`src/rtl/park_pkg.sv`:
```
// Shared definitions for the parking slot table and its helpers.
//   mode_e : command encodings carried on the 2-bit mode input
//   err_e  : reject reasons reported on err_code
package park_pkg;

  typedef enum logic [1:0] {
    MODE_CHECKIN  = 2'd0,
    MODE_CHECKOUT = 2'd1,
    MODE_AUTO     = 2'd2,
    MODE_QUERY    = 2'd3
  } mode_e;

  typedef enum logic [1:0] {
    ERR_RANGE    = 2'd0,
    ERR_OCCUPIED = 2'd1,
    ERR_VACANT   = 2'd2,
    ERR_FULL     = 2'd3
  } err_e;

endpackage : park_pkg

```
`src/rtl/slot_find_free.sv`:
```
// Combinational priority encoder: finds the lowest-index vacant slot.
// Ports:
//   occupied  in  N_SLOTS  bit k-1 set = slot k occupied
//   free_idx  out SEL_W    1-based index of lowest vacant slot (0 if none)
//   any_free  out 1        at least one slot is vacant
module slot_find_free #(
  parameter int N_SLOTS = 6,
  parameter int SEL_W   = 4
) (
  input  logic [N_SLOTS-1:0] occupied,
  output logic [SEL_W-1:0]   free_idx,
  output logic               any_free
);

  // Scan from the top down so the lowest vacant index is the last one written.
  always_comb begin
    free_idx = '0;
    any_free = 1'b0;
    for (int i = N_SLOTS - 1; i >= 0; i--) begin
      if (!occupied[i]) begin
        free_idx = SEL_W'(i + 1);
        any_free = 1'b1;
      end
    end
  end

endmodule : slot_find_free

```
`src/rtl/parking_slot_table.sv`:
```
// Check-in/check-out table for N_SLOTS parking slots.
// Each slot stores an occupied flag and its check-in timestamp. A rising edge
// on press (while enable is high) executes one command; results appear one
// cycle later together with a single-cycle done or err pulse.
// Ports:
//   clk, reset   clock and synchronous active-high reset
//   enable       command gate
//   press        command strobe (rising edge = command)
//   mode         0 CHECKIN, 1 CHECKOUT, 2 CHECKIN_AUTO, 3 QUERY
//   selector     1-based target slot (ignored for CHECKIN_AUTO)
//   timer        free-running time base
//   p_time       packed check-in times, slot k at [(k-1)*TW +: TW]
//   occupied     per-slot occupied flags
//   free_count   number of vacant slots
//   done / err   single-cycle accept / reject pulses
//   err_code     reject reason, held until the next done/err
//   slot_out     slot acted on, held until the next done/err
//   duration     elapsed time from CHECKOUT/QUERY, held until updated
module parking_slot_table
  import park_pkg::*;
#(
  parameter int N_SLOTS = 6,
  parameter int TW      = 11,
  parameter int SEL_W   = 4
) (
  input  logic                  clk,
  input  logic                  reset,
  input  logic                  enable,
  input  logic                  press,
  input  logic [1:0]            mode,
  input  logic [SEL_W-1:0]      selector,
  input  logic [TW-1:0]         timer,
  output logic [N_SLOTS*TW-1:0] p_time,
  output logic [N_SLOTS-1:0]    occupied,
  output logic [SEL_W-1:0]      free_count,
  output logic                  done,
  output logic                  err,
  output logic [1:0]            err_code,
  output logic [SEL_W-1:0]      slot_out,
  output logic [TW-1:0]         duration
);

  // Per-slot storage
  logic [N_SLOTS-1:0] occ_q;
  logic [TW-1:0]      ptime_q [N_SLOTS];

  // Per-slot write strobes produced by the command decoder
  logic [N_SLOTS-1:0] set_vec;
  logic [N_SLOTS-1:0] clr_vec;

  // Command / result registers
  logic               press_q;
  logic               done_q,     done_d;
  logic               err_q,      err_d;
  err_e               err_code_q, err_code_d;
  logic [SEL_W-1:0]   slot_out_q, slot_out_d;
  logic [TW-1:0]      duration_q, duration_d;

  // Decode helpers
  logic               cmd;
  logic [N_SLOTS-1:0] sel_hit;
  logic [N_SLOTS-1:0] auto_hit;
  logic               sel_ok;
  logic               cur_occ;
  logic [TW-1:0]      cur_ptime;
  logic [SEL_W-1:0]   free_idx;
  logic               any_free;
  logic [SEL_W-1:0]   occ_count;

  assign cmd = press & ~press_q & enable;

  slot_find_free #(
    .N_SLOTS (N_SLOTS),
    .SEL_W   (SEL_W)
  ) u_find_free (
    .occupied (occ_q),
    .free_idx (free_idx),
    .any_free (any_free)
  );

  // One-hot slot matches. An out-of-range selector matches no slot, which
  // doubles as the range check without needing a wide comparator.
  genvar gi;
  generate
    for (gi = 0; gi < N_SLOTS; gi++) begin : g_slot
      assign sel_hit[gi]  = (selector == SEL_W'(gi + 1));
      assign auto_hit[gi] = (free_idx == SEL_W'(gi + 1));

      always_ff @(posedge clk) begin
        if (reset) begin
          occ_q[gi]   <= 1'b0;
          ptime_q[gi] <= '0;
        end else if (set_vec[gi]) begin
          occ_q[gi]   <= 1'b1;
          ptime_q[gi] <= timer;
        end else if (clr_vec[gi]) begin
          occ_q[gi]   <= 1'b0;
          ptime_q[gi] <= '0;
        end
      end

      assign p_time[gi*TW +: TW] = ptime_q[gi];
    end
  endgenerate

  assign sel_ok  = |sel_hit;
  assign cur_occ = |(occ_q & sel_hit);

  // Timestamp of the selected slot (AND-OR mux over the one-hot match).
  always_comb begin
    cur_ptime = '0;
    for (int i = 0; i < N_SLOTS; i++) begin
      if (sel_hit[i]) cur_ptime = cur_ptime | ptime_q[i];
    end
  end

  always_comb begin
    occ_count = '0;
    for (int i = 0; i < N_SLOTS; i++) begin
      occ_count = occ_count + SEL_W'(occ_q[i]);
    end
  end

  // Command decoder: all effects are registered, so done/err and the state
  // change land in the same cycle.
  always_comb begin
    set_vec    = '0;
    clr_vec    = '0;
    done_d     = 1'b0;
    err_d      = 1'b0;
    err_code_d = err_code_q;
    slot_out_d = slot_out_q;
    duration_d = duration_q;

    if (cmd) begin
      if (mode_e'(mode) == MODE_AUTO) begin
        if (any_free) begin
          set_vec    = auto_hit;
          done_d     = 1'b1;
          slot_out_d = free_idx;
        end else begin
          err_d      = 1'b1;
          err_code_d = ERR_FULL;
          slot_out_d = '0;
        end
      end else if (!sel_ok) begin
        err_d      = 1'b1;
        err_code_d = ERR_RANGE;
        slot_out_d = selector;
      end else begin
        slot_out_d = selector;
        unique case (mode_e'(mode))
          MODE_CHECKIN: begin
            if (cur_occ) begin
              err_d      = 1'b1;
              err_code_d = ERR_OCCUPIED;
            end else begin
              set_vec = sel_hit;
              done_d  = 1'b1;
            end
          end
          MODE_CHECKOUT, MODE_QUERY: begin
            if (!cur_occ) begin
              err_d      = 1'b1;
              err_code_d = ERR_VACANT;
            end else begin
              // Modulo-2^TW subtraction handles a timer wrap during the stay.
              duration_d = timer - cur_ptime;
              done_d     = 1'b1;
              if (mode_e'(mode) == MODE_CHECKOUT) clr_vec = sel_hit;
            end
          end
          default: begin
            err_d = 1'b0;
          end
        endcase
      end
    end
  end

  always_ff @(posedge clk) begin
    if (reset) begin
      // History set to 1 so a press held through reset is not seen as an edge.
      press_q    <= 1'b1;
      done_q     <= 1'b0;
      err_q      <= 1'b0;
      err_code_q <= ERR_RANGE;
      slot_out_q <= '0;
      duration_q <= '0;
    end else begin
      press_q    <= press;
      done_q     <= done_d;
      err_q      <= err_d;
      err_code_q <= err_code_d;
      slot_out_q <= slot_out_d;
      duration_q <= duration_d;
    end
  end

  assign occupied   = occ_q;
  assign free_count = SEL_W'(N_SLOTS) - occ_count;
  assign done       = done_q;
  assign err        = err_q;
  assign err_code   = err_code_q;
  assign slot_out   = slot_out_q;
  assign duration   = duration_q;

endmodule : parking_slot_table

```
`config.mk`:
```
export PLATFORM = sky130hd
export DESIGN_NAME = parking_slot_table
export DESIGN_NICKNAME = d
export VERILOG_FILES = /design/src/rtl/park_pkg.sv /design/src/rtl/slot_find_free.sv /design/src/rtl/parking_slot_table.sv
export SDC_FILE = /design/constraint.sdc
export NUM_CORES = 1
export LEC_CHECK = 0
export ABC_CLOCK_PERIOD_IN_PS = 4700
export BUFFER_PORTS_ARGS = -buffer_cell sky130_fd_sc_hd__buf_2
export CAP_MARGIN = 20
export CORE_MARGIN = 4
export CORE_UTILIZATION = 25
export DETAILED_ROUTE_END_ITERATION = 7
export GPL_TIMING_DRIVEN = 1
export PLACE_DENSITY_LB_ADDON = 0.25
export SYNTH_ARGS = -nofsm -noshare
export SYNTH_HDL_FRONTEND = slang
export SYNTH_SLANG_ARGS = --single-unit
```
`constraint.sdc`:
```
create_clock -name clk -period 4.7 [get_ports clk]
set_input_delay 0.94 -clock clk [delete_from_list [all_inputs] [get_ports clk]]
set_output_delay 0.94 -clock clk [all_outputs]
set_load 0.005 [all_outputs]
```
==> impl_metrics.tcl <==
set metrics [dict create \
    status "complete, no violations" \
    grt_usage 0.146 \
    skew_ns 0.0122 \
    synthTopCellsByCount "66 x edfxtp_1, 58 x and2_1, 30 x nand2_1" \
    dp_worst_setup_slack_ns 0.335 \
    firstDrtPassIters 6 \
    core_mm2 0.0182 \
    tightest_slew_ns 1.24 \
    synth_top_area_frac 0.421 \
    netlist_area_mm2 0.00471 \
    maxCapViolations 0 \
    arrival_ns 4.27 \
    syn_avg_cell_area_um2 10.8 \
    route.detailed.drc 0 \
    area_delta_synth_final_pct 23.9 \
    root_buffer "clkbuf_16" \
    dr_total_vias 3928 \
    synth_compound_area_frac 0.152 \
    tns_ns 0 \
    power_per_cell_area_mw_per_mm2 310 \
    yosysWarnings 0 \
    setup_ws_ns 0.644 \
    fmax_mhz 247 \
    cts_hold_buffers 0 \
    postCtsSetupBuffers 0 \
    grt_pass1_wl_um 23900 \
    hold_viol 0 \
    hold_path_class "register to register" \
    vdd_drop_max_mv 0.168 \
    cts_resized 0 \
    die_height_um 145 \
    synthFlopType "edfxtp_1" \
    synth_area_leader_cell "edfxtp_1" \
    synth_edf_count 66 \
    routedWlPerCell_um 20.0 \
    clkLatencyLatePin_ns 0.35 \
    grt_pass1_vias 3928 \
    synth_xor_area_frac 0.00744 \
    gp_congestion 0.908 \
    path_class "input pin to register" \
    ys_ff_latch 92 \
    p_leak_nw 2.33 \
    syn-num-nets 475 \
    clk_path_buf_depth 2 \
    hold_slack_ns 0.450 \
    avgViaCountPerCell 5.02 \
    cts.sink_count 92 \
    synth_top_family_by_area "simple AND/OR/NAND/NOR gates" \
    drive_gt1_frac 0.283 \
    num-nets-final 587 \
    drv_slew 0 \
    grt_max_degree 22 \
    ios 116 \
    cts_buffers 9 \
    synth.distinct_cells 58 \
    yosys-top-cells-area "edfxtp_1 42%, dfxtp_1 11%, and2_1 7.7%, a222oi_1 4.0%, ha_1 3.5%" \
    first_iter_violations 445 \
    drtAntennaViolNets 0 \
    yosysMostFrequentCell "edfxtp_1" \
    antenna_found_initial 1 \
    overflow 0 \
    slew_headroom 0.155 \
    syn_inst 437 \
    setup_viol 0 \
    clkTransAtPathRegs_ns 0.07 \
    cp.required_ns 4.91 \
    critPathCaptureType "register" \
    rsz0062_at_grt "no" \
    synthAdderAreaFrac 0.0516 \
    synthMuxAreaShare 0.00638 \
    hpwl_um 11900 \
    ys_async_sr_fraction 0 \
    final_util 0.320 \
    min_period_ns 4.06 \
    crit_fanout 14 \
    fin_crit_sh 0.863 \
    synth-seq-area-share 0.532 \
    wirelength_um 15700 \
    rows 49 \
    cts_tree "built" \
    synth-simple-area-share 0.215 \
    diodes 0 \
    start_util 0.258 \
    io_buffers 114 \
    critPathLaunchType "input pin" \
    dieWidth_um 145 \
    dieArea_mm2 0.0211 \
    h-tree-depth 3 \
]
## final cells by class
cell class              count  area (um^2)
inverters                  17         63.8
repair buffers            124          646
clock buffers               9          225
well taps                 229          287
clock inverters             7         66.3
flip-flops and latches     92         2500
multi-input cells         305         2040
fillers                  1873        12400
## worst max-delay path: stages
cell and delay (ns):
buf_2 0.24, nand2b_1 0.22, nor3_1 0.06, buf_4 0.19, a222oi_1 0.49, nand2_1 0.13, ha_1 0.23, fa_1 0.39
nand2b_1 0.19, a211oi_1 0.39, o31ai_1 0.18, o21ai_0 0.34, xnor2_1 0.18, a21oi_1 0.08
## metrics by stage
stage / cell area (um^2) / total power [mW] / instances
floorplan: 4710 / 1.01 / 437
global placement: 5530 / 1.09 / 766
detailed placement: 5530 / 1.10 / 766
CTS: 5820 / 1.82 / 782
global route: 5830 / 1.88 / 783
finish: 5830 / 1.81 / 783
## path summary, 6_finish.rpt
| check | start | to | slack [ns] | depth (start not counted) |
|---|---|---|---|---|
| worst max-delay path | selector[1] | duration[10] | 0.64 | 14 |
| worst min-delay path | duration[2] | duration[2] | 0.45 | 2 |
| worst max register to register | ptime_q[0][0] | duration[10] | 1.50 | 10 |
| worst min register to register | duration[2] | duration[2] | 0.45 | 2 |
## sequential cells by signal, indices dropped and copies added (netlist names)
signal    count
done          1
slot_out      4
occupied      6
ptime_q      66
err           1
press_q       1
duration     11
err_code      2
## cells by family (layout without fill, tap and decap cells)
kind of cell / after synthesis / in the layout
simple gates: 186 / 186
compound gates: 94 / 94
flops: 92 / 92
buf+inv: 40 / 157
fa+ha+maj: 17 / 17
xor+xnor: 4 / 4
mux: 3 / 3
other cells: 1 / 1
## layout by cell type (no fill, tap or decap), types with 6 or more instances in the layout
master and count:
buf_2 114, edfxtp_1 66, and2_1 58, nand2_1 30, dfxtp_1 26, nor2_1 24
a21oi_1 23, nor3_1 22, a222oi_1 19, inv_1 17, ha_1 13, nand3_1 12
buf_4 10, o21ai_0 9, and2_2 9, clkbuf_16 9, nand2b_1 7, nand3b_1 7
a211oi_1 6
## per-layer routing
metal,wire (um),global-route usage,share of wire
met1,7250,0.206,0.46
met2,7120,0.227,0.45
met3,1010,0.0321,0.064
met4,296,0.0437,0.019
met5,8,0,0.00051
## where the power goes
group,internal [mW],switching [mW]
clock,0.375,0.354
sequential,0.887,0.0172
combinational,0.0644,0.108
No activity file was read; power rests on OpenSTA's default activity.
